File: src/rtl/obi_slave_pipe_if.sv
// OBI A/R channel bundle between an interconnect master and obi_slave_pipe.
// Ports: req/gnt/addr/we/be/wdata/aid (A), rvalid/rready/rdata/err/rid (R).
interface obi_slave_pipe_if #(
  parameter int ADDR_WIDTH = 32,
  parameter int DATA_WIDTH = 32,
  parameter int ID_WIDTH   = 1
);
  localparam int BYTES = DATA_WIDTH / 8;

  logic                  req;
  logic                  gnt;
  logic [ADDR_WIDTH-1:0] addr;
  logic                  we;
  logic [BYTES-1:0]      be;
  logic [DATA_WIDTH-1:0] wdata;
  logic [ID_WIDTH-1:0]   aid;

  logic                  rvalid;
  logic                  rready;
  logic [DATA_WIDTH-1:0] rdata;
  logic                  err;
  logic [ID_WIDTH-1:0]   rid;

  modport master (
    output req, addr, we, be, wdata, aid, rready,
    input  gnt, rvalid, rdata, err, rid
  );

  modport slave (
    input  req, addr, we, be, wdata, aid, rready,
    output gnt, rvalid, rdata, err, rid
  );
endinterface

File: src/rtl/obi_slave_pipe.sv
// Pipelined OBI scratchpad SRAM slave: up to MAX_OUTSTANDING in flight, in-order.
// Ports: clk_i, reset_i (sync, active-high), obi (slave modport of obi_slave_pipe_if).
module obi_slave_pipe #(
  parameter int          ADDR_WIDTH      = 32,
  parameter int          DATA_WIDTH      = 32,
  parameter int          MEM_DEPTH_LOG2  = 6,
  parameter logic [63:0] BASE_ADDR       = 64'h0,
  parameter int          MAX_OUTSTANDING = 2,
  parameter int          ID_WIDTH        = 1
) (
  input  logic             clk_i,
  input  logic             reset_i,
  obi_slave_pipe_if.slave  obi
);

  localparam int BYTES    = DATA_WIDTH / 8;
  localparam int ADDR_LSB = $clog2(BYTES);
  localparam int DEPTH    = 1 << MEM_DEPTH_LOG2;
  localparam int HI_LSB   = ADDR_LSB + MEM_DEPTH_LOG2;
  localparam int CW       = $clog2(MAX_OUTSTANDING + 1);
  localparam int PW       =
    (MAX_OUTSTANDING > 1) ? $clog2(MAX_OUTSTANDING) : 1;

  localparam logic [CW-1:0] MAX_C  = CW'(MAX_OUTSTANDING);
  localparam logic [PW-1:0] LAST_P = PW'(MAX_OUTSTANDING - 1);
  localparam logic [ADDR_WIDTH-1:0] BASE =
    BASE_ADDR[ADDR_WIDTH-1:0];

  function automatic logic [PW-1:0] ptr_inc(
    input logic [PW-1:0] p
  );
    return (p == LAST_P) ? '0 : p + 1'b1;
  endfunction

  // ---------------- decode ----------------
  logic [ADDR_WIDTH-1:0]     offset;
  logic                      err_dec;
  logic [MEM_DEPTH_LOG2-1:0] idx;

  // BASE is window-aligned, so offset low bits equal addr low bits.
  always_comb begin
    offset  = obi.addr - BASE;
    err_dec = (offset[ADDR_WIDTH-1:HI_LSB] != '0)
            | (offset[ADDR_LSB-1:0] != '0);
    idx     = offset[ADDR_LSB +: MEM_DEPTH_LOG2];
  end

  // ---------------- handshake ----------------
  logic [CW-1:0] cnt_q, cnt_d;
  logic          gnt;
  logic          accept;
  logic          retire;
  logic          rsp_valid;

  assign gnt    = (cnt_q < MAX_C);
  assign accept = obi.req & gnt;
  assign retire = rsp_valid & obi.rready;

  // ---------------- SRAM ----------------
  logic [DATA_WIDTH-1:0] mem_q [DEPTH];
  logic [DATA_WIDTH-1:0] sram_rdata_q;
  logic                  mem_we;
  logic                  mem_re;

  assign mem_we = accept & obi.we & ~err_dec & ~reset_i;
  assign mem_re = accept & ~obi.we & ~err_dec & ~reset_i;

  // Non-read accepts load zero so write/error responses carry rdata 0.
  always_ff @(posedge clk_i) begin
    if (mem_we) begin
      for (int b = 0; b < BYTES; b++) begin
        if (obi.be[b]) begin
          mem_q[idx][8*b +: 8] <= obi.wdata[8*b +: 8];
        end
      end
    end
    if (mem_re) begin
      sram_rdata_q <= mem_q[idx];
    end else if (accept) begin
      sram_rdata_q <= '0;
    end
  end

  // ---------------- response stage ----------------
  logic                stage_valid_q, stage_valid_d;
  logic                stage_err_q, stage_err_d;
  logic [ID_WIDTH-1:0] stage_rid_q, stage_rid_d;

  // ---------------- response FIFO ----------------
  logic [DATA_WIDTH-1:0] f_data_q [MAX_OUTSTANDING];
  logic                  f_err_q  [MAX_OUTSTANDING];
  logic [ID_WIDTH-1:0]   f_rid_q  [MAX_OUTSTANDING];

  logic [PW-1:0] wr_ptr_q, wr_ptr_d;
  logic [PW-1:0] rd_ptr_q, rd_ptr_d;
  logic [CW-1:0] fifo_cnt_q, fifo_cnt_d;
  logic          fifo_nempty;
  logic          push;
  logic          pop;

  assign fifo_nempty = (fifo_cnt_q != '0);

  // The stage is the bypass path: it only reaches the bus directly
  // when nothing older is queued; otherwise (or if it stalls) it
  // moves into the FIFO so the bus view stays stable.
  assign pop  = retire & fifo_nempty;
  assign push = stage_valid_q & ~(retire & ~fifo_nempty);

  always_comb begin
    cnt_d = cnt_q;
    case ({accept, retire})
      2'b10:   cnt_d = cnt_q + 1'b1;
      2'b01:   cnt_d = cnt_q - 1'b1;
      default: cnt_d = cnt_q;
    endcase

    fifo_cnt_d = fifo_cnt_q;
    case ({push, pop})
      2'b10:   fifo_cnt_d = fifo_cnt_q + 1'b1;
      2'b01:   fifo_cnt_d = fifo_cnt_q - 1'b1;
      default: fifo_cnt_d = fifo_cnt_q;
    endcase

    wr_ptr_d = push ? ptr_inc(wr_ptr_q) : wr_ptr_q;
    rd_ptr_d = pop  ? ptr_inc(rd_ptr_q) : rd_ptr_q;

    stage_valid_d = accept;
    stage_err_d   = accept ? err_dec : stage_err_q;
    stage_rid_d   = accept ? obi.aid : stage_rid_q;
  end

  always_ff @(posedge clk_i) begin
    if (reset_i) begin
      cnt_q         <= '0;
      fifo_cnt_q    <= '0;
      wr_ptr_q      <= '0;
      rd_ptr_q      <= '0;
      stage_valid_q <= 1'b0;
      stage_err_q   <= 1'b0;
      stage_rid_q   <= '0;
    end else begin
      cnt_q         <= cnt_d;
      fifo_cnt_q    <= fifo_cnt_d;
      wr_ptr_q      <= wr_ptr_d;
      rd_ptr_q      <= rd_ptr_d;
      stage_valid_q <= stage_valid_d;
      stage_err_q   <= stage_err_d;
      stage_rid_q   <= stage_rid_d;
    end
  end

  always_ff @(posedge clk_i) begin
    if (push) begin
      f_data_q[wr_ptr_q] <= sram_rdata_q;
      f_err_q[wr_ptr_q]  <= stage_err_q;
      f_rid_q[wr_ptr_q]  <= stage_rid_q;
    end
  end

  // ---------------- R channel ----------------
  logic [DATA_WIDTH-1:0] rsp_data;
  logic                  rsp_err;
  logic [ID_WIDTH-1:0]   rsp_rid;

  always_comb begin
    rsp_valid = fifo_nempty | stage_valid_q;
    rsp_data  = '0;
    rsp_err   = 1'b0;
    rsp_rid   = '0;
    if (fifo_nempty) begin
      rsp_data = f_data_q[rd_ptr_q];
      rsp_err  = f_err_q[rd_ptr_q];
      rsp_rid  = f_rid_q[rd_ptr_q];
    end else if (stage_valid_q) begin
      rsp_data = sram_rdata_q;
      rsp_err  = stage_err_q;
      rsp_rid  = stage_rid_q;
    end
  end

  assign obi.gnt    = gnt;
  assign obi.rvalid = rsp_valid;
  assign obi.rdata  = rsp_data;
  assign obi.err    = rsp_err;
  assign obi.rid    = rsp_rid;

  // ---------------- invariants ----------------
  a_no_overflow: assert property (
    @(posedge clk_i) disable iff (reset_i)
    !(push && !pop && fifo_cnt_q == MAX_C)
  );

  a_cnt_match: assert property (
    @(posedge clk_i) disable iff (reset_i)
    cnt_q == fifo_cnt_q + CW'(stage_valid_q)
  );

endmodule
File: src/flat_wrapper.sv
// flat-port wrapper written by rule: the top's interface ports become plain ports
module obi_slave_pipe_flat 
#(
  parameter int          ADDR_WIDTH      = 32,
  parameter int          DATA_WIDTH      = 32,
  parameter int          MEM_DEPTH_LOG2  = 6,
  parameter logic [63:0] BASE_ADDR       = 64'h0,
  parameter int          MAX_OUTSTANDING = 2,
  parameter int          ID_WIDTH        = 1
)
  (clk_i, reset_i, obi_req, obi_addr, obi_we, obi_be, obi_wdata, obi_aid, obi_rready, obi_gnt, obi_rvalid, obi_rdata, obi_err, obi_rid);
  obi_slave_pipe_if #(.ADDR_WIDTH(ADDR_WIDTH), .DATA_WIDTH(DATA_WIDTH), .ID_WIDTH(ID_WIDTH)) obi_i ();
  input  logic clk_i;
  input  logic reset_i;
  input wire logic [$bits(obi_i.req)-1:0] obi_req;
  input wire logic [$bits(obi_i.addr)-1:0] obi_addr;
  input wire logic [$bits(obi_i.we)-1:0] obi_we;
  input wire logic [$bits(obi_i.be)-1:0] obi_be;
  input wire logic [$bits(obi_i.wdata)-1:0] obi_wdata;
  input wire logic [$bits(obi_i.aid)-1:0] obi_aid;
  input wire logic [$bits(obi_i.rready)-1:0] obi_rready;
  output wire logic [$bits(obi_i.gnt)-1:0] obi_gnt;
  output wire logic [$bits(obi_i.rvalid)-1:0] obi_rvalid;
  output wire logic [$bits(obi_i.rdata)-1:0] obi_rdata;
  output wire logic [$bits(obi_i.err)-1:0] obi_err;
  output wire logic [$bits(obi_i.rid)-1:0] obi_rid;
  assign obi_i.req = obi_req;
  assign obi_i.addr = obi_addr;
  assign obi_i.we = obi_we;
  assign obi_i.be = obi_be;
  assign obi_i.wdata = obi_wdata;
  assign obi_i.aid = obi_aid;
  assign obi_i.rready = obi_rready;
  assign obi_gnt = obi_i.gnt;
  assign obi_rvalid = obi_i.rvalid;
  assign obi_rdata = obi_i.rdata;
  assign obi_err = obi_i.err;
  assign obi_rid = obi_i.rid;
  obi_slave_pipe #(.ADDR_WIDTH(ADDR_WIDTH), .DATA_WIDTH(DATA_WIDTH), .MEM_DEPTH_LOG2(MEM_DEPTH_LOG2), .BASE_ADDR(BASE_ADDR), .MAX_OUTSTANDING(MAX_OUTSTANDING), .ID_WIDTH(ID_WIDTH)) u_core (.clk_i(clk_i), .reset_i(reset_i), .obi(obi_i));
endmodule
File: config.mk
export PLATFORM = sky130hd
export DESIGN_NAME = obi_slave_pipe_flat
export DESIGN_NICKNAME = d
export VERILOG_FILES = /design/src/rtl/obi_slave_pipe_if.sv /design/src/rtl/obi_slave_pipe.sv /design/src/flat_wrapper.sv
export SDC_FILE = /design/constraint.sdc
export NUM_CORES = 2
export LEC_CHECK = 0
export CORE_ASPECT_RATIO = 1.4
export CORE_UTILIZATION = 50
export CTS_BUF_LIST = sky130_fd_sc_hd__clkbuf_16
export CTS_CLUSTER_SIZE = 28
export DETAILED_ROUTE_END_ITERATION = 6
export PLACE_DENSITY = 0.66
export SLEW_MARGIN = 20
export SYNTH_ARGS = -nofsm -noshare
export SYNTH_HDL_FRONTEND = slang
export SYNTH_SLANG_ARGS = --single-unit
export TNS_END_PERCENT = 50
File: constraint.sdc
create_clock -name clk_i -period 3.45 [get_ports clk_i]
set_input_delay 0.345 -clock clk_i [delete_from_list [all_inputs] [get_ports clk_i]]
set_output_delay 0.345 -clock clk_i [all_outputs]
set_load 0.1 [all_outputs]
==> After elaboration in Yosys (flattened, before gate mapping) <==
Memories as Yosys holds them, arrays and structs flattened. A register that Yosys moved wholly into a read port is not among the register bits.
Index checks and enable logic that the tools add are counted.
{ "op_classes": {"add_sub_neg": 6, "mul": 0, "div": 0, "n_lt_le_gt_ge": 1, "eq_ne": 4, "shift": 0, "n_mux": 32, "bitwise_logic": 18, "n_reduce_logical": 6} }
{ "ops": {"columns": ["cell", "n"], "rows": [
  ["two-way mux 32 bit", 4],
  ["two-way mux 1 bit", 26],
  ["nonzero test 24 bit", 1],
  ["AND 1 bit", 11],
  ["nonzero test 2 bit", 5],
  ["case mux 2 bit (2 select lines)", 2],
  ["inverter 1 bit", 5],
  ["adder 2 x 1 -> 2 bit (second input constant)", 2],
  ["equality test 2 x 1 -> 1 bit (second input constant)", 2],
  ["equality test 2 bit (second input constant)", 2],
  ["subtractor 2 x 1 -> 2 bit (second input constant)", 2],
  ["adder 1 bit (second input constant)", 2],
  ["< comparator 2 bit (second input constant)", 1],
  ["OR 1 bit", 2]
]} }
{ "word_totals": {"reg_bits": 41, "latchBits": 0, "ramBits": 2116, "romBits": 0, "in_bits": 74, "output_inout_bits": 36, "elab_cells": 79, "n_memories": 4} }
{ "memory_table": {"columns": ["name", "words", "width", "read_ports", "rd_clocked_by_memory_dff", "wr", "line_no", "rtl"], "rows": [
  ["u_core.mem_q", 64, 32, 1, 0, 1, "obi_slave_pipe.sv:60", "logic [DATA_WIDTH-1:0] mem_q [DEPTH];"],
  ["u_core.f_data_q", 2, 32, 1, 1, 1, "obi_slave_pipe.sv:90", "logic [DATA_WIDTH-1:0] f_data_q [MAX_OUTSTANDING];"],
  ["u_core.f_err_q", 2, 1, 1, 1, 1, "obi_slave_pipe.sv:91", "logic f_err_q [MAX_OUTSTANDING];"],
  ["u_core.f_rid_q", 2, 1, 1, 1, 1, "obi_slave_pipe.sv:92", "logic [ID_WIDTH-1:0] f_rid_q [MAX_OUTSTANDING];"]
]} }

==> Depth between registers and ports, before layout <==
{ "depth": {"ltp_word": 8, "ltp_mapped": 10, "mapped_depth_nobuf": 7} }

==> Least setup slack after synthesis <==
Ideal clock, no wire load.
{ "synth_path": {"kind": "flip-flop to output port", "startpoint": "register (tool-made name)", "endpoint": "output port obi_rdata[19]", "t_arrival_ps": 3296, "required_ps": 3105, "slack_ps": -191, "path_stages_with_launch": 5, "path_buffers": 2, "path_cell_list": "dfxtp_1 clkbuf_1 buf_1 mux2i_1 o21ai_0"} }
{ "synth_rtl": {"columns": ["item", "line_no", "rtl"], "rows": [
  ["to (decl)", "flat_wrapper.sv:24", "output wire logic [$bits(obi_i.rdata)-1:0] obi_rdata;"]
]} }

==> impl_results.md <==
- HPWL after DPL: 158.8 mm
- Hold Crit Class: in2reg
- Initial Util: 50.49%
- Commonest cells after routing, fill and taps aside: 2148 x edfxtp_1, 579 x buf_4, 345 x a22oi_1
- Clock buffer count from CTS: 186
- Worst Path Max Fanout: 18
- Syn_nets: 4628
- Peak VDD IR: 0.5742 mV
- Seq/Total Area, Yosys: 77.69%
- Nets: 5170
- Leak Pwr: 0.03083 uW
- Post-route minimum period: 3.004 ns
- # H-tree levels: 4
- Maximum clock path buffer count: 3
- Clock Tree Root: clkbuf_16
- Layout fillers: 11960
- Worst Path Arrival: 2.66 ns
- Die height: 484.9 um
- # resized after CTS: 0
- EDFF count, synth: 2148
- Ports: 110
- Worst setup SP type: flop
- Area fraction of the dominant cell type after synthesis: 77.45%
- Share of layout cells above drive strength 1: 21.22%
- Inst Count DP: 7042
- Synth unique cells: 55
- Post-synthesis cell area: 0.08328 mm^2
- Die width: 346.9 um
- Port Buf Inserts: 109
- Largest net degree at the start of global routing: 121
- Final GP Congestion: 0.9402
- Fin cells: 7385
- Relative slew slack: 24.46%
- Vias in the first global route: 46400
- Fmax: 332.9 MHz
- Most common cell after layout, fill and taps aside: edfxtp_1
- Post-CTS Setup Repair Bufs: 0
- Later-pin clock latency in the skew report: 0.85 ns
- Most area-hungry cell type in the Yosys netlist: edfxtp_1
- Pwr Total: 54300 uW
- Final wirelength: 235.6 mm
- Site Rows: 176
- First-pass GRT wire length: 333.7 mm
- Critical path type: reg2out
- Hold_buf cts: 0
- Post-DR wirelength/cell: 31.90 um
- Top FF cell, synth: edfxtp_1
- R2R Path Start: u_core.cnt_q[1]
- Minimum hold slack: 0.06055 ns
- Total Routing Usage GR: 27.92%
- Cells after Synth: 4552
- Antenna Nets Post-Route: 0
- Initial antenna violation count: 20
- Core area: 0.1649 mm^2
- Pre-Repair DR Iteration Count: 6
- CTS Sinks: 2158
- # DRC: 0
- Final max-slew violation count: 0
- CTS tree: done
- Required @ worst endpoint: 3.11 ns
- Area growth from synthesis to layout: 15.24%
- Vias: 46970
- CP endpoint kind: primary output
- Status: finished, final reports clean
- Final hold vios: 0
- Total grt overflow: 0
- Worst clock skew: 0.03219 ns
- YS warnings: 0
- Count of final setup violators: 0
- Crit share post-route: 87.08%
- Die ar.: 0.1682 mm^2
- Actual slew at the worst max-slew pin: 1.133 ns
- RSZ-0062 raised after global routing: false
- Hold Crit Start: obi_wdata[0]
- Number of synthesized register bits: 2158
- Mean post-synth cell area: 18.30 um^2
- Core Util, Final: 58.19%
- P per Cell Area: 565.8 mW/mm^2
- Max-Cap Viols: 0
- Synth area leaders: edfxtp_1 77%, mux4_2 5.3%, mux2i_1 3.4%
- Clock transition at path regs: 0.07 ns
- Via-to-Cell Ratio: 6.360
- Initial DRC count: 5748
- Synth async-reset ratio: 0%
==> through the flow <==
step	worst slack [ns]	setup TNS, ns	area, um^2
2_1_floorplan	-0.1911	-2.867	83280
3_3_place_gp	-0.2104	-0.2802	90110
3_5_place_dp	-0.1773	-0.2252	90110
4_1_cts	0.3501	0	95950
5_1_grt	0.2859	0	95960
6_report	0.4458	0	95970
==> synthesized netlist by cell type, types with 21 or more instances <==
library cell and number:
a22o_1 31, a22oi_1 345, a311oi_1 58, a31oi_1 119, a32oi_1 30, buf_1 21
buf_2 112, clkbuf_1 168, edfxtp_1 2148, mux2i_1 287, mux4_2 196, nand2_1 118
nand3_1 45, nor2_1 336, nor2b_1 36, nor3_1 32, nor4_1 36, nor4b_1 29
o211ai_1 29, o21ai_0 41, o22a_1 65, o22ai_1 152
==> layer usage <==
| layer | track usage (%) | vias to the layer above | part of all wire (%) |
|---|---|---|---|
| li1 | - | 19790 | - |
| met1 | 34.76 | 23980 | 36 |
| met2 | 45.84 | 2651 | 49 |
| met3 | 6.058 | 530 | 9.2 |
| met4 | 14.80 | 16 | 5.9 |
| met5 | 0.1725 | - | 0.053 |
==> flip-flops by register name, indices dropped and copies added, names as in the netlist, named ones only <==
signal                cells
u_core.rd_ptr_q           1
u_core.wr_ptr_q           1
u_core.f_err_q            2
u_core.stage_valid_q      1
u_core.mem_q           2048
u_core.f_rid_q            2
u_core.fifo_cnt_q         2
u_core.f_data_q          64
u_core.stage_err_q        1
u_core.cnt_q              2
u_core.sram_rdata_q      32
u_core.stage_rid_q        1
==> power by group <==
group | switching [uW] | internal, uW | total, uW
logic | 3560 | 1270 | 4830
registers | 214 | 29000 | 29200
clock network | 9120 | 11100 | 20200
==> final timing paths <==
path,slack [ns],end,cells after the start
setup reg to reg,0.52,u_core.sram_rdata_q[15],5
hold / removal,0.06,u_core.mem_q[23][0],1
setup / recovery,0.45,obi_rdata[30],3
hold reg to reg,0.48,u_core.f_data_q[0][4],0
==> layout make-up <==
cell class / count / area, um^2 / area share (%)
flip-flops and latches: 2158 / 64700 / 67.42
multi-input cells: 2060 / 17130 / 17.85
repair buffers: 683 / 5603 / 5.838
clock buffers: 191 / 4780 / 4.980
well taps: 2136 / 2673 / 2.785
clock inverters: 147 / 1056 / 1.100
inverters: 5 / 18.77 / 0.01956
diodes: 5 / 12.51 / 0.01304
==> cells by family (layout without fill, tap and decap cells) <==
logic type	count (synthesis)	in the layout	synth area share, %
flops	2158	2158	77.69
compound gates	892	892	7.793
simple gates	677	677	3.772
mux	483	483	8.750
buf+inv	334	1026	1.901
xor+xnor	6	6	0.06310
fa+ha+maj	2	2	0.03004
other cells	0	5	0
==> critical path, stage by stage (launching register included) <==
cell and delay, ns:
dfxtp_2 0.71, mux2i_1 0.14, o21ai_0 0.55, buf_4 0.41
Power figures use the tool's default switching activity.
